<file path="src/rtl/unidade_controle.sv">
// unidade_controle -- multicycle Moore control unit of the nRisc 8-bit core.
//
// Each instruction moves through fetch, decode, execute, memory and write-back
// states. Every strobe is decoded from the current state and the latched
// instruction `ir`. The only exception is the BEQ PC load, which is taken
// from `zero` in EXEC.
//
// Ports:
//   clock        system clock, all state updates on posedge
//   reset        asynchronous, active-high; state BUSCA, ir and counter cleared
//   instrucao    registered byte from the instruction bank, valid in ESPERA
//   zero         ALU equality flag, used only in EXEC for BEQ
//   pc_escreve   PC load enable
//   pc_fonte     next-PC select: 00 PC+1, 01 PC+1+sext(ir[2:0]), 10 {000,ir[4:0]}
//   alu_op       00 add, 01 sub
//   EscreveReg   register bank write enable
//   mem_para_reg write-back data comes from memory (LW)
//   imm_para_reg write-back data is zero-extended ir[2:0] (LI)
//   lerMem       data memory read enable
//   EscreverMem  data memory write enable
//   Encerra      halt, freezes the PC
//   estado       current state (debug)
//   ir           latched instruction
//   instr_ret    retired-instruction count (only with CONTADOR_INSTR_EN)
//
// Optional build macro: CONTADOR_INSTR_EN adds the 8-bit instr_ret counter.
module unidade_controle #(
    parameter int LARG_ESTADO = 3
) (
    input  logic                   clock,
    input  logic                   reset,
    input  logic [7:0]             instrucao,
    input  logic                   zero,
    output logic                   pc_escreve,
    output logic [1:0]             pc_fonte,
    output logic [1:0]             alu_op,
    output logic                   EscreveReg,
    output logic                   mem_para_reg,
    output logic                   imm_para_reg,
    output logic                   lerMem,
    output logic                   EscreverMem,
    output logic                   Encerra,
    output logic [LARG_ESTADO-1:0] estado,
    output logic [7:0]             ir
`ifdef CONTADOR_INSTR_EN
    ,
    output logic [7:0]             instr_ret
`endif
);

    typedef enum logic [2:0] {
        BUSCA   = 3'd0,
        ESPERA  = 3'd1,
        DECOD   = 3'd2,
        EXEC    = 3'd3,
        MEM     = 3'd4,
        ESCRITA = 3'd5,
        PARADO  = 3'd6
    } estado_t;

    localparam logic [2:0] OP_ADD  = 3'b000;
    localparam logic [2:0] OP_SUB  = 3'b001;
    localparam logic [2:0] OP_LW   = 3'b010;
    localparam logic [2:0] OP_SW   = 3'b011;
    localparam logic [2:0] OP_BEQ  = 3'b100;
    localparam logic [2:0] OP_JMP  = 3'b101;
    localparam logic [2:0] OP_LI   = 3'b110;
    localparam logic [2:0] OP_HALT = 3'b111;

    localparam logic [1:0] PC_MAIS_1 = 2'b00;
    localparam logic [1:0] PC_REL    = 2'b01;
    localparam logic [1:0] PC_ABS    = 2'b10;

    localparam logic [1:0] ALU_ADD = 2'b00;
    localparam logic [1:0] ALU_SUB = 2'b01;

    estado_t    atual, prox;
    logic [2:0] opcode;

    assign opcode = ir[7:5];
    assign estado = LARG_ESTADO'(atual);

    // State register
    always_ff @(posedge clock or posedge reset) begin
        if (reset) atual <= BUSCA;
        else       atual <= prox;
    end

    // The bank output is valid during ESPERA, so it is captured on the edge
    // that leaves ESPERA. Any X in it is kept as-is.
    always_ff @(posedge clock or posedge reset) begin
        if (reset)                 ir <= 8'h00;
        else if (atual == ESPERA)  ir <= instrucao;
    end

    // Next state and Moore outputs
    always_comb begin
        prox         = BUSCA;
        pc_escreve   = 1'b0;
        pc_fonte     = PC_MAIS_1;
        alu_op       = ALU_ADD;
        EscreveReg   = 1'b0;
        mem_para_reg = 1'b0;
        imm_para_reg = 1'b0;
        lerMem       = 1'b0;
        EscreverMem  = 1'b0;
        Encerra      = 1'b0;

        case (atual)
            BUSCA: prox = ESPERA;

            // PC advances while the bank output is being captured, so BEQ
            // later adds its offset to PC+1.
            ESPERA: begin
                prox       = DECOD;
                pc_escreve = 1'b1;
                pc_fonte   = PC_MAIS_1;
            end

            DECOD: begin
                case (opcode)
                    OP_LI:   prox = ESCRITA;
                    OP_HALT: prox = PARADO;
                    OP_JMP: begin
                        prox       = BUSCA;
                        pc_escreve = 1'b1;
                        pc_fonte   = PC_ABS;
                    end
                    default: prox = EXEC;
                endcase
            end

            EXEC: begin
                case (opcode)
                    OP_ADD: prox = ESCRITA;
                    OP_SUB: begin
                        prox   = ESCRITA;
                        alu_op = ALU_SUB;
                    end
                    OP_LW, OP_SW: prox = MEM;
                    OP_BEQ: begin
                        prox       = BUSCA;
                        alu_op     = ALU_SUB;
                        pc_escreve = zero;
                        pc_fonte   = PC_REL;
                    end
                    default: prox = BUSCA;
                endcase
            end

            MEM: begin
                if (opcode == OP_LW) begin
                    lerMem = 1'b1;
                    prox   = ESCRITA;
                end else if (opcode == OP_SW) begin
                    EscreverMem = 1'b1;
                    prox        = BUSCA;
                end else begin
                    prox = BUSCA;
                end
            end

            ESCRITA: begin
                prox         = BUSCA;
                EscreveReg   = 1'b1;
                mem_para_reg = (opcode == OP_LW);
                imm_para_reg = (opcode == OP_LI);
            end

            PARADO: begin
                prox    = PARADO;
                Encerra = 1'b1;
            end

            // Encoding 7 is never entered legally; fall back to a fetch.
            default: prox = BUSCA;
        endcase
    end

`ifdef CONTADOR_INSTR_EN
    // An instruction retires when a working state hands control back to
    // BUSCA. HALT never does, and recovery from encoding 7 is not counted.
    logic retira;

    assign retira = (prox == BUSCA) &&
                    ((atual == DECOD) || (atual == EXEC) ||
                     (atual == MEM)   || (atual == ESCRITA));

    always_ff @(posedge clock or posedge reset) begin
        if (reset)       instr_ret <= 8'h00;
        else if (retira) instr_ret <= instr_ret + 8'h01;
    end
`endif

endmodule

</file>
<file path="config.mk">
export PLATFORM = sky130hd
export DESIGN_NAME = unidade_controle
export DESIGN_NICKNAME = d
export VERILOG_FILES = /design/src/rtl/unidade_controle.sv
export SDC_FILE = /design/constraint.sdc
export NUM_CORES = 1
export LEC_CHECK = 0
export CAP_MARGIN = 25
export CORE_AREA = 8 8 45 47
export CTS_CLUSTER_DIAMETER = 30
export DETAILED_ROUTE_END_ITERATION = 8
export DIE_AREA = 0 0 53 55
export DONT_BUFFER_PORTS = 1
export MAX_ROUTING_LAYER = met4
export PLACE_DENSITY = 0.69
export RECOVER_POWER = 100
export SETUP_SLACK_MARGIN = 0.5
export SYNTH_ARGS = -nofsm -noshare
export SYNTH_HDL_FRONTEND = slang
export SYNTH_SLANG_ARGS = --single-unit
</file>
<file path="constraint.sdc">
create_clock -name clock -period 3.99 [get_ports clock]
set_input_delay 0.5985 -clock clock [delete_from_list [all_inputs] [get_ports clock]]
set_output_delay 0.5985 -clock clock [all_outputs]
set_load 0.01 [all_outputs]
</file>
==> key figures, run 1 <==
Setup path
  • Critical path capture point type: output pin
  • Worst Setup SP: estado[1]
  • Critical-path maximum fanout: 10
  • Worst R2R Start: estado[0]
  • Register-to-register setup slack: 2.34 ns
  • Critical path required time: 3.39 ns
  • Crit start category: flop
  • Worst Setup EP: pc_fonte[0]
  • Crit path arrival time: 1.77 ns
  • R2R Path End: ir[2]
  • Reg2Reg Depth: 2
  • Crit Path Category: flop to output pin

Synth
  • Ys flop type: dfrtp_1
  • Yosys warnings: 0
  • Sequential fraction of the synthesis area: 0.404
  • Syn_nets: 75
  • Synth top area share: 0.404
  • Synth unique cells: 31
  • Most frequent cell after synthesis: dfrtp_1
  • Syn Area/Cell: 10.6 µm²
  • Number of synthesized register bits: 11
  • Synthesized cell area: 681 µm²
  • Yosys top cell by area: dfrtp_1
  • EDFF count, synth: 0
  • Gate Count Post-Synth: 64
  • Synth top cells by count: dfrtp_1 (11), mux2_4 (8), nand2_1 (4), nor3b_1 (4), inv_1 (3)
  • Async SR Flop Fraction: 1.00
  • Main area contributors after synthesis: dfrtp_1 (40%), mux2_4 (18%), nor3b_1 (4.4%), xor2_1 (2.6%), buf_4 (2.2%)

Layout
  • Number of diodes: 0
  • Layout cells sized above 1: 0.131
  • Area grow syn2layout: -4.41%
  • Final Non-Filler Cells: 77
  • Post-layout net count: 73

Global routing
  • Total gr overflow: 0
  • Initial antenna violation count: 0
  • Number of global-route vias before repair: 485
  • Pin count of the biggest net entering global routing: 15
  • First-pass GRT wire length: 2380 µm
  • Tot GR Track Use: 0.112

Floorplanning
  • Die area: 2920 µm²
  • Die Y: 55 µm
  • Starting density of the core: 0.492
  • Row count: 14
  • IO Count: 33
  • Die Span X: 53 µm
  • Core area: 1380 µm²

Status
  • Status: finished clean

Route
  • Vias per cell: 5.95
  • Residual DRC: 0
  • TritonRoute pass-1 iters: 4
  • Routed wire per std cell: 19.4 µm
  • Post-DRT Antenna Nets: 0
  • WL final: 1490 µm
  • DR vias: 458
  • 1st-iter DRT viols: 3

Timing
  • Finish-stage setup viols: 0
  • Setup ws final: 1.62 ns
  • Worst-Margin Slew: 0.613 ns
  • Sum of negative setup slack: 0 ns
  • Max-slew violations: 0
  • Endpoints failing hold: 0
  • RSZ-0062 raised after global routing: false
  • Post-route minimum period: 2.37 ns
  • Slew HR: 0.586
  • Fmax: 0.421 GHz
  • Period utilisation layout: 0.595
  • Clock skew: 0.00327 ns

Clocking
  • Buffers inserted by post-CTS timing repair: 0
  • H-tree level count: 1
  • Bufs on Longest Clock Path: 2
  • Root Driver: clkbuf_4
  • CTS tree: done
  • # clock sinks: 11
  • Worst skew pair latency: 0.27 ns
  • CTS buffer count: 3
  • CTS clk-pin slew, worst paths: 0.08 ns
  • Hold buffer count at cts: 0
  • Post-cts sizing count: 0

Pwr
  • Worst VDD drop: 409 µV
  • Power per cell area: 885 nW/µm²
  • Pleak: 0.276 nW
  • Tot Pwr: 0.000576 W

Placed design
  • RePlAce Congestion: 0.688
  • Hpwl dp: 1100 µm
  • PortBufs: 0
  • DP Worst Slack: 1.92 ns
  • Post-Place Cells: 73

Worst hold path
  • Min-delay worst type: input port to asynchronous set/reset pin

Job
  • Max Cap Viol: 0
## kinds of logic after synthesis
logic type      synth area share
flops                      0.404
xor+xnor                  0.0257
compound gates            0.0717
buf+inv                   0.0882
other cells              0.00551
mux                        0.193
simple gates               0.211
## stage by stage
stage               instance area [µm²]   util  hold slack [ns]
finish                              651  0.470            0.195
global route                        651  0.470            0.224
CTS                                 683  0.494            0.212
detailed placement                  656  0.474            0.503
global placement                    656  0.474            0.498
floorplan                           681      -            0.451
## how the worst min path moves through the flow
stage / start / to / slack [ns] / cells after the start
CTS: reset / ir[6] / 0.21 / 1
global route: reset / ir[6] / 0.22 / 1
floorplan: reset / estado[0] / 0.45 / 1
global placement: reset / ir[6] / 0.50 / 1
detailed placement: reset / ir[6] / 0.50 / 1
finish: reset / ir[6] / 0.20 / 1
## sequential cells by signal, indices dropped and copies added (netlist names)
register / count
ir: 8
estado: 3
## power by group
group | switching, W | internal (W)
combinational | 0.0000928 | 0.000109
clock | 0.0000394 | 0.0000371
sequential | 0.000131 | 0.000167
total | 0.000264 | 0.000312
## critical path, stage by stage, from the launching register on
cell	delay, ns
dfrtp_1	0.57
nor3b_1	0.38
nand2_1	0.15
nor3b_1	0.42
## placed cells by master (no fill, tap or decap), types with 2 or more instances in the layout
master,n
dfrtp_1,11
mux2_1,7
nor3b_1,4
nand2_1,4
inv_1,3
and3_1,3
clkbuf_4,3
nand2b_1,2
nor2_1,2
a21oi_1,2
a31oi_1,2
xor2_1,2
## final cells by class
class                      instances  area (µm²)
fill                             144         733
multi-input combinational         42         313
sequential                        11         275
clock buffer                       3        22.5
tap                               16        20.0
inverter                           4        15.0
clock inverter                     1        5.00
## routing by layer
layer,GRT usage,wire length [µm],up-vias
li1,-,-,217
met1,0.120,602,219
met2,0.184,764,20
met3,0.0374,99,2
met4,0.0517,25,0
met5,-,0,-
Note: power is estimated with default switching activity, not from simulation.
==> run 2, diff against run 1 <==
==> constraint.sdc (replaced) <==
create_clock -name clock -period 2.3 [get_ports clock]
set_input_delay 0.345 -clock clock [delete_from_list [all_inputs] [get_ports clock]]
set_output_delay 0.345 -clock clock [all_outputs]
set_load 0.01 [all_outputs]
==> run 2 against run 1 <==
  * Setup slack lost 1.3 ns
  * Clock skew is essentially flat
  * Cell area grew 5.6%
  * Total power grew 81%
  * Critical path depth shrank 1
  * Non-clock buffer count grew 3
  * Register-to-register slack lost 1.5 ns
  * Global-route usage grew 1.1 points
  * Sequential share of layout area shrank 2.2 points
  * Critical path type unchanged
  * Highest routed layer unchanged
==> key figures, run 2 (synthesized netlist as in run 1, its figures left out) <==
Layout
  • Commonest cells after routing, fill and taps aside: dfrtp_1 (11), mux2_1 (7)
  • Number of diodes: 0
  • Largest register FFs: 8
  • Layout cells sized above 1: 0.172
  • Final Non-Filler Cells: 80
  • Leading cell type in the layout, fill and taps excluded: dfrtp_1
  • Area grow syn2layout: 0.919%
  • Post-layout net count: 76
  • Largest Register: ir

Placed design
  • PortBufs: 0
  • Hpwl dp: 1100 µm
  • RePlAce Congestion: 0.688
  • Post-Place Cells: 73

Floorplanning
  • Starting density of the core: 0.492
  • Core area: 1380 µm²
  • Die Span X: 53 µm
  • Die area: 2920 µm²
  • Row count: 14
  • Die Y: 55 µm
  • IO Count: 33

Global routing
  • Tot GR Track Use: 0.123
  • Pin count of the biggest net entering global routing: 15
  • Initial antenna violation count: 0
  • Total gr overflow: 0
  • First-pass GRT wire length: 2590 µm
  • Number of global-route vias before repair: 539

Setup path
  • Critical-path maximum fanout: 13
  • Critical path, cell by cell: nand2b_1 -> nor4b_1
  • CP max stage cell: dfrtp_1
  • Crit start category: flop
  • Crit path arrival time: 1.59 ns
  • Critical path capture point type: output pin
  • Largest stage delay on the critical path: 0.54 ns
  • Crit Path Category: flop to output pin
  • Critical path required time: 1.96 ns

Timing
  • Fmax: 0.516 GHz
  • RSZ-0062 raised after global routing: true
  • WHS: 0.210 ns
  • Worst-Margin Slew: 0.590 ns
  • Post-route minimum period: 1.94 ns
  • Clock skew: 0.00344 ns
  • Sum of negative setup slack: 0 ns
  • Endpoints failing hold: 0
  • Slew HR: 0.601
  • Period utilisation layout: 0.843
  • Max-slew violations: 0
  • Finish-stage setup viols: 0

Clocking
  • CTS tree: done
  • Worst skew pair latency: 0.26 ns
  • H-tree level count: 1
  • CTS buffer count: 3
  • # clock sinks: 11
  • Root Driver: clkbuf_4
  • Bufs on Longest Clock Path: 2
  • CTS clk-pin slew, worst paths: 0.07 ns

Route
  • Residual DRC: 0
  • 1st-iter DRT viols: 9
  • DR vias: 472
  • Post-DRT Antenna Nets: 0
  • Routed wire per std cell: 19.2 µm
  • Vias per cell: 5.90
  • WL final: 1540 µm
  • TritonRoute pass-1 iters: 4

Pwr
  • Worst VDD drop: 707 µV
  • Power per cell area: 1510 nW/µm²
  • Pleak: 0.286 nW

Job
  • Max Cap Viol: 0

Worst hold path
  • Min-delay worst type: input port to flop

Status
  • Status: finished clean
[run 2: cell count changes in the layout (fill, tap and decap cells not counted), sizes merged]
cell,before,now
buf,0,2
dlygate4sd3,0,1
[run 2: critical path: cells and delay by family (launching register included)]
| family | cells | cell delay [ns] |
|---|---|---|
| AND/OR/NAND/NOR | 2 | 0.78 |
| flip-flops | 1 | 0.54 |
[run 2: timing repair]
action,CTS,global route
pin swaps,2,2
setup endpoints to repair,7,4
gates resized for setup,12,2
hold buffers,1,0
cloned,0,0
endpoints found under the hold margin,11,0
buffers inserted,2,0
[run 2: metal layers]
metal	up-vias	track usage	wire length [µm]
li1	219	-	-
met1	231	0.125	572
met2	20	0.217	822
met3	2	0.0374	116
met4	0	0.0517	24
met5	-	-	0
[run 2: cell type report]
type                    count  area [µm²]
flip-flops and latches     11         275
fillers                   147         697
repair buffers              3        17.5
clock buffers               3        22.5
inverters                   4        15.0
well taps                  16        20.0
clock inverters             1        5.00
multi-input cells          42         332
[run 2: final timing paths]
check                             start      to  slack, ns  cells after the start
setup / recovery              estado[0]  lerMem       0.36                      2
hold / removal             instrucao[4]   ir[4]       0.21                      1
setup reg to reg              estado[0]   ir[2]       0.86                      2
hold reg to reg                   ir[1]   ir[1]       0.57                      1
max in group asynchronous         reset   ir[2]       1.50                      2
min in group asynchronous         reset   ir[4]       0.51                      2
[run 2: report_power, final]
part	leakage (nW)	internal, W	switching (W)
registers	0.131	0.000289	0.000222
logic	0.137	0.000216	0.000182
clock network	0.0177	0.0000642	0.0000659
[run 2: per-stage QoR]
step                      worst slack, ns  instance area, µm²  utilization  power (W)
after detailed placement            0.515                 656        0.474   0.000974
after global placement              0.548                 656        0.474   0.000947
after CTS                           0.511                 739        0.534    0.00117
after floorplan                     0.660                 681            -   0.000924
final                               0.361                 687        0.496    0.00104
after global routing                0.248                 687        0.496    0.00114
==> run 3, diff against run 2 <==
--- a/config.mk
+++ b/config.mk
@@ -12,7 +12,7 @@
 export DIE_AREA = 0 0 53 55
 export DONT_BUFFER_PORTS = 1
 export MAX_ROUTING_LAYER = met4
-export PLACE_DENSITY = 0.69
+export PLACE_DENSITY = 0.72
 export RECOVER_POWER = 100
 export SETUP_SLACK_MARGIN = 0.5
 export SYNTH_ARGS = -nofsm -noshare
==> constraint.sdc (replaced) <==
create_clock -name clock -period 1.7 [get_ports clock]
set_input_delay 0.255 -clock clock [delete_from_list [all_inputs] [get_ports clock]]
set_output_delay 0.255 -clock clock [all_outputs]
set_load 0.01 [all_outputs]
==> run 3 against run 2 <==
  * Global-route usage increased by 0.87 points
  * Clock skew up 0.00082 ns
  * Critical endpoint is now alu_op[0]
  * Setup slack got worse by 0.28 ns
  * Via count rose by 7.2%
  * Register-to-register slack worse by 0.74 ns
==> key figures, run 3 (synthesized netlist as in run 1, its figures left out) <==
Timing
  • Endpoints failing hold: 0
  • Period utilisation layout: 0.951
  • Sum of negative setup slack: 0 ns
  • Setup ws final: 0.0831 ns
  • Fmax: 0.618 GHz
  • RSZ-0062 raised after global routing: true
  • Max-slew violations: 0
  • Clock skew: 0.00425 ns
  • Finish-stage setup viols: 0
  • Post-route minimum period: 1.62 ns

Placed design
  • Hpwl dp: 1150 µm
  • RePlAce Congestion: 0.710
  • DP Worst Slack: 0.291 ns
  • PortBufs: 0

Route
  • Residual DRC: 0
  • TritonRoute pass-1 iters: 1
  • Routed wire per std cell: 19.4 µm
  • 1st-iter DRT viols: 0
  • WL final: 1780 µm
  • DR vias: 506
  • Vias per cell: 5.50
  • Post-DRT Antenna Nets: 0

Floorplanning
  • Die Span X: 53 µm
  • Row count: 14
  • Starting density of the core: 0.492
  • Core area: 1380 µm²
  • Die area: 2920 µm²
  • IO Count: 33
  • Die Y: 55 µm

Layout
  • Area grow syn2layout: 29.4%
  • Largest Register: ir
  • Layout cells sized above 1: 0.487
  • Number of diodes: 0
  • Filler Cell Count: 120
  • Leading cell type in the layout, fill and taps excluded: dfrtp_1
  • Post-layout net count: 88
  • Largest register FFs: 8
  • Commonest cells after routing, fill and taps aside: dfrtp_1 (8), clkbuf_1 (6), mux2_4 (5), buf_4 (5), buf_6 (4)

Job
  • Max Cap Viol: 0

Clocking
  • # clock sinks: 11
  • H-tree level count: 1
  • Bufs on Longest Clock Path: 2
  • Root Driver: clkbuf_4
  • CTS buffer count: 3
  • CTS tree: done
  • Worst skew pair latency: 0.26 ns
  • CTS clk-pin slew, worst paths: 0.06 ns

Global routing
  • Tot GR Track Use: 0.132
  • Number of global-route vias before repair: 575
  • Pin count of the biggest net entering global routing: 12
  • Total gr overflow: 0
  • First-pass GRT wire length: 2750 µm
  • Initial antenna violation count: 0

Worst hold path
  • WHS Endpoint: ir[1]
  • Min-delay worst type: input port to flop
  • Hold Crit Depth: 1
  • Hold Crit Start: instrucao[1]

Setup path
  • Crit start category: flop
  • Reg2Reg Depth: 5
  • Crit Path Category: flop to output pin
  • Register-to-register setup slack: 0.12 ns
  • Crit path arrival time: 1.36 ns
  • R2R Path End: ir[7]
  • Critical path required time: 1.44 ns
  • Critical-path maximum fanout: 8
  • Critical path capture point type: output pin
  • Worst R2R Start: estado[1]

Pwr
  • Worst VDD drop: 1040 µV
  • Tot Pwr: 0.00186 W
  • Pleak: 0.375 nW
  • Power per cell area: 2110 nW/µm²

Status
  • Status: finished clean
[run 3: how the worst max path moves through the flow]
stage / from / endpoint / slack (ns) / cells past startpoint
after floorplan: ir[6] / pc_fonte[0] / 0.36 / 4
after global placement: estado[0] / ir[3] / 0.31 / 2
after detailed placement: estado[0] / ir[7] / 0.29 / 2
after CTS: estado[2] / pc_fonte[1] / 0.07 / 3
after global routing: estado[2] / pc_fonte[0] / 0.03 / 3
final: estado[2] / alu_op[0] / 0.08 / 3
[run 3: per-stage QoR]
step	util	area [µm²]	hold slack (ns)	cells
5_1_grt	0.637	881	0.118	92
3_5_place_dp	0.531	734	0.157	77
6_report	0.637	881	0.135	92
4_1_cts	0.663	917	0.127	91
2_1_floorplan	-	749	0.107	64
3_3_place_gp	0.531	734	0.146	77
[run 3: layout make-up]
type / instances / area, µm² / share of cell area
Multi-Input combinational cell: 42 / 427 / 0.484
Sequential cell: 11 / 279 / 0.317
Timing Repair Buffer: 15 / 111 / 0.126
Clock buffer: 4 / 26.3 / 0.0298
Tap cell: 16 / 20.0 / 0.0227
Inverter: 4 / 17.5 / 0.0199
[run 3: routing by layer]
layer	global-route usage	up-vias	wire length, µm
met3	0.0267	2	136
met1	0.133	245	684
li1	-	240	-
met4	0.0776	0	10
met2	0.232	19	952
met5	-	-	0
[run 3: critical path, cell delays in order, from the launching register on]
cell and delay [ns]:
dfrtp_2 0.49, nor3b_4 0.26, buf_4 0.16, and3_4 0.19
[run 3: where the power goes]
part,total (W),switching (W),internal [W]
sequential,0.000636,0.000235,0.000400
combinational,0.00106,0.000499,0.000562
clock,0.000165,0.0000742,0.0000904
[run 3: repair_timing]
action                                  CTS  global route
resized for setup                        16            14
gates cloned                              1             0
endpoints found under the setup margin   23            22
pin swaps                                 3             6
hold endpoints to repair                 11             0
hold buffers                              1             0
buffers inserted                          8             1
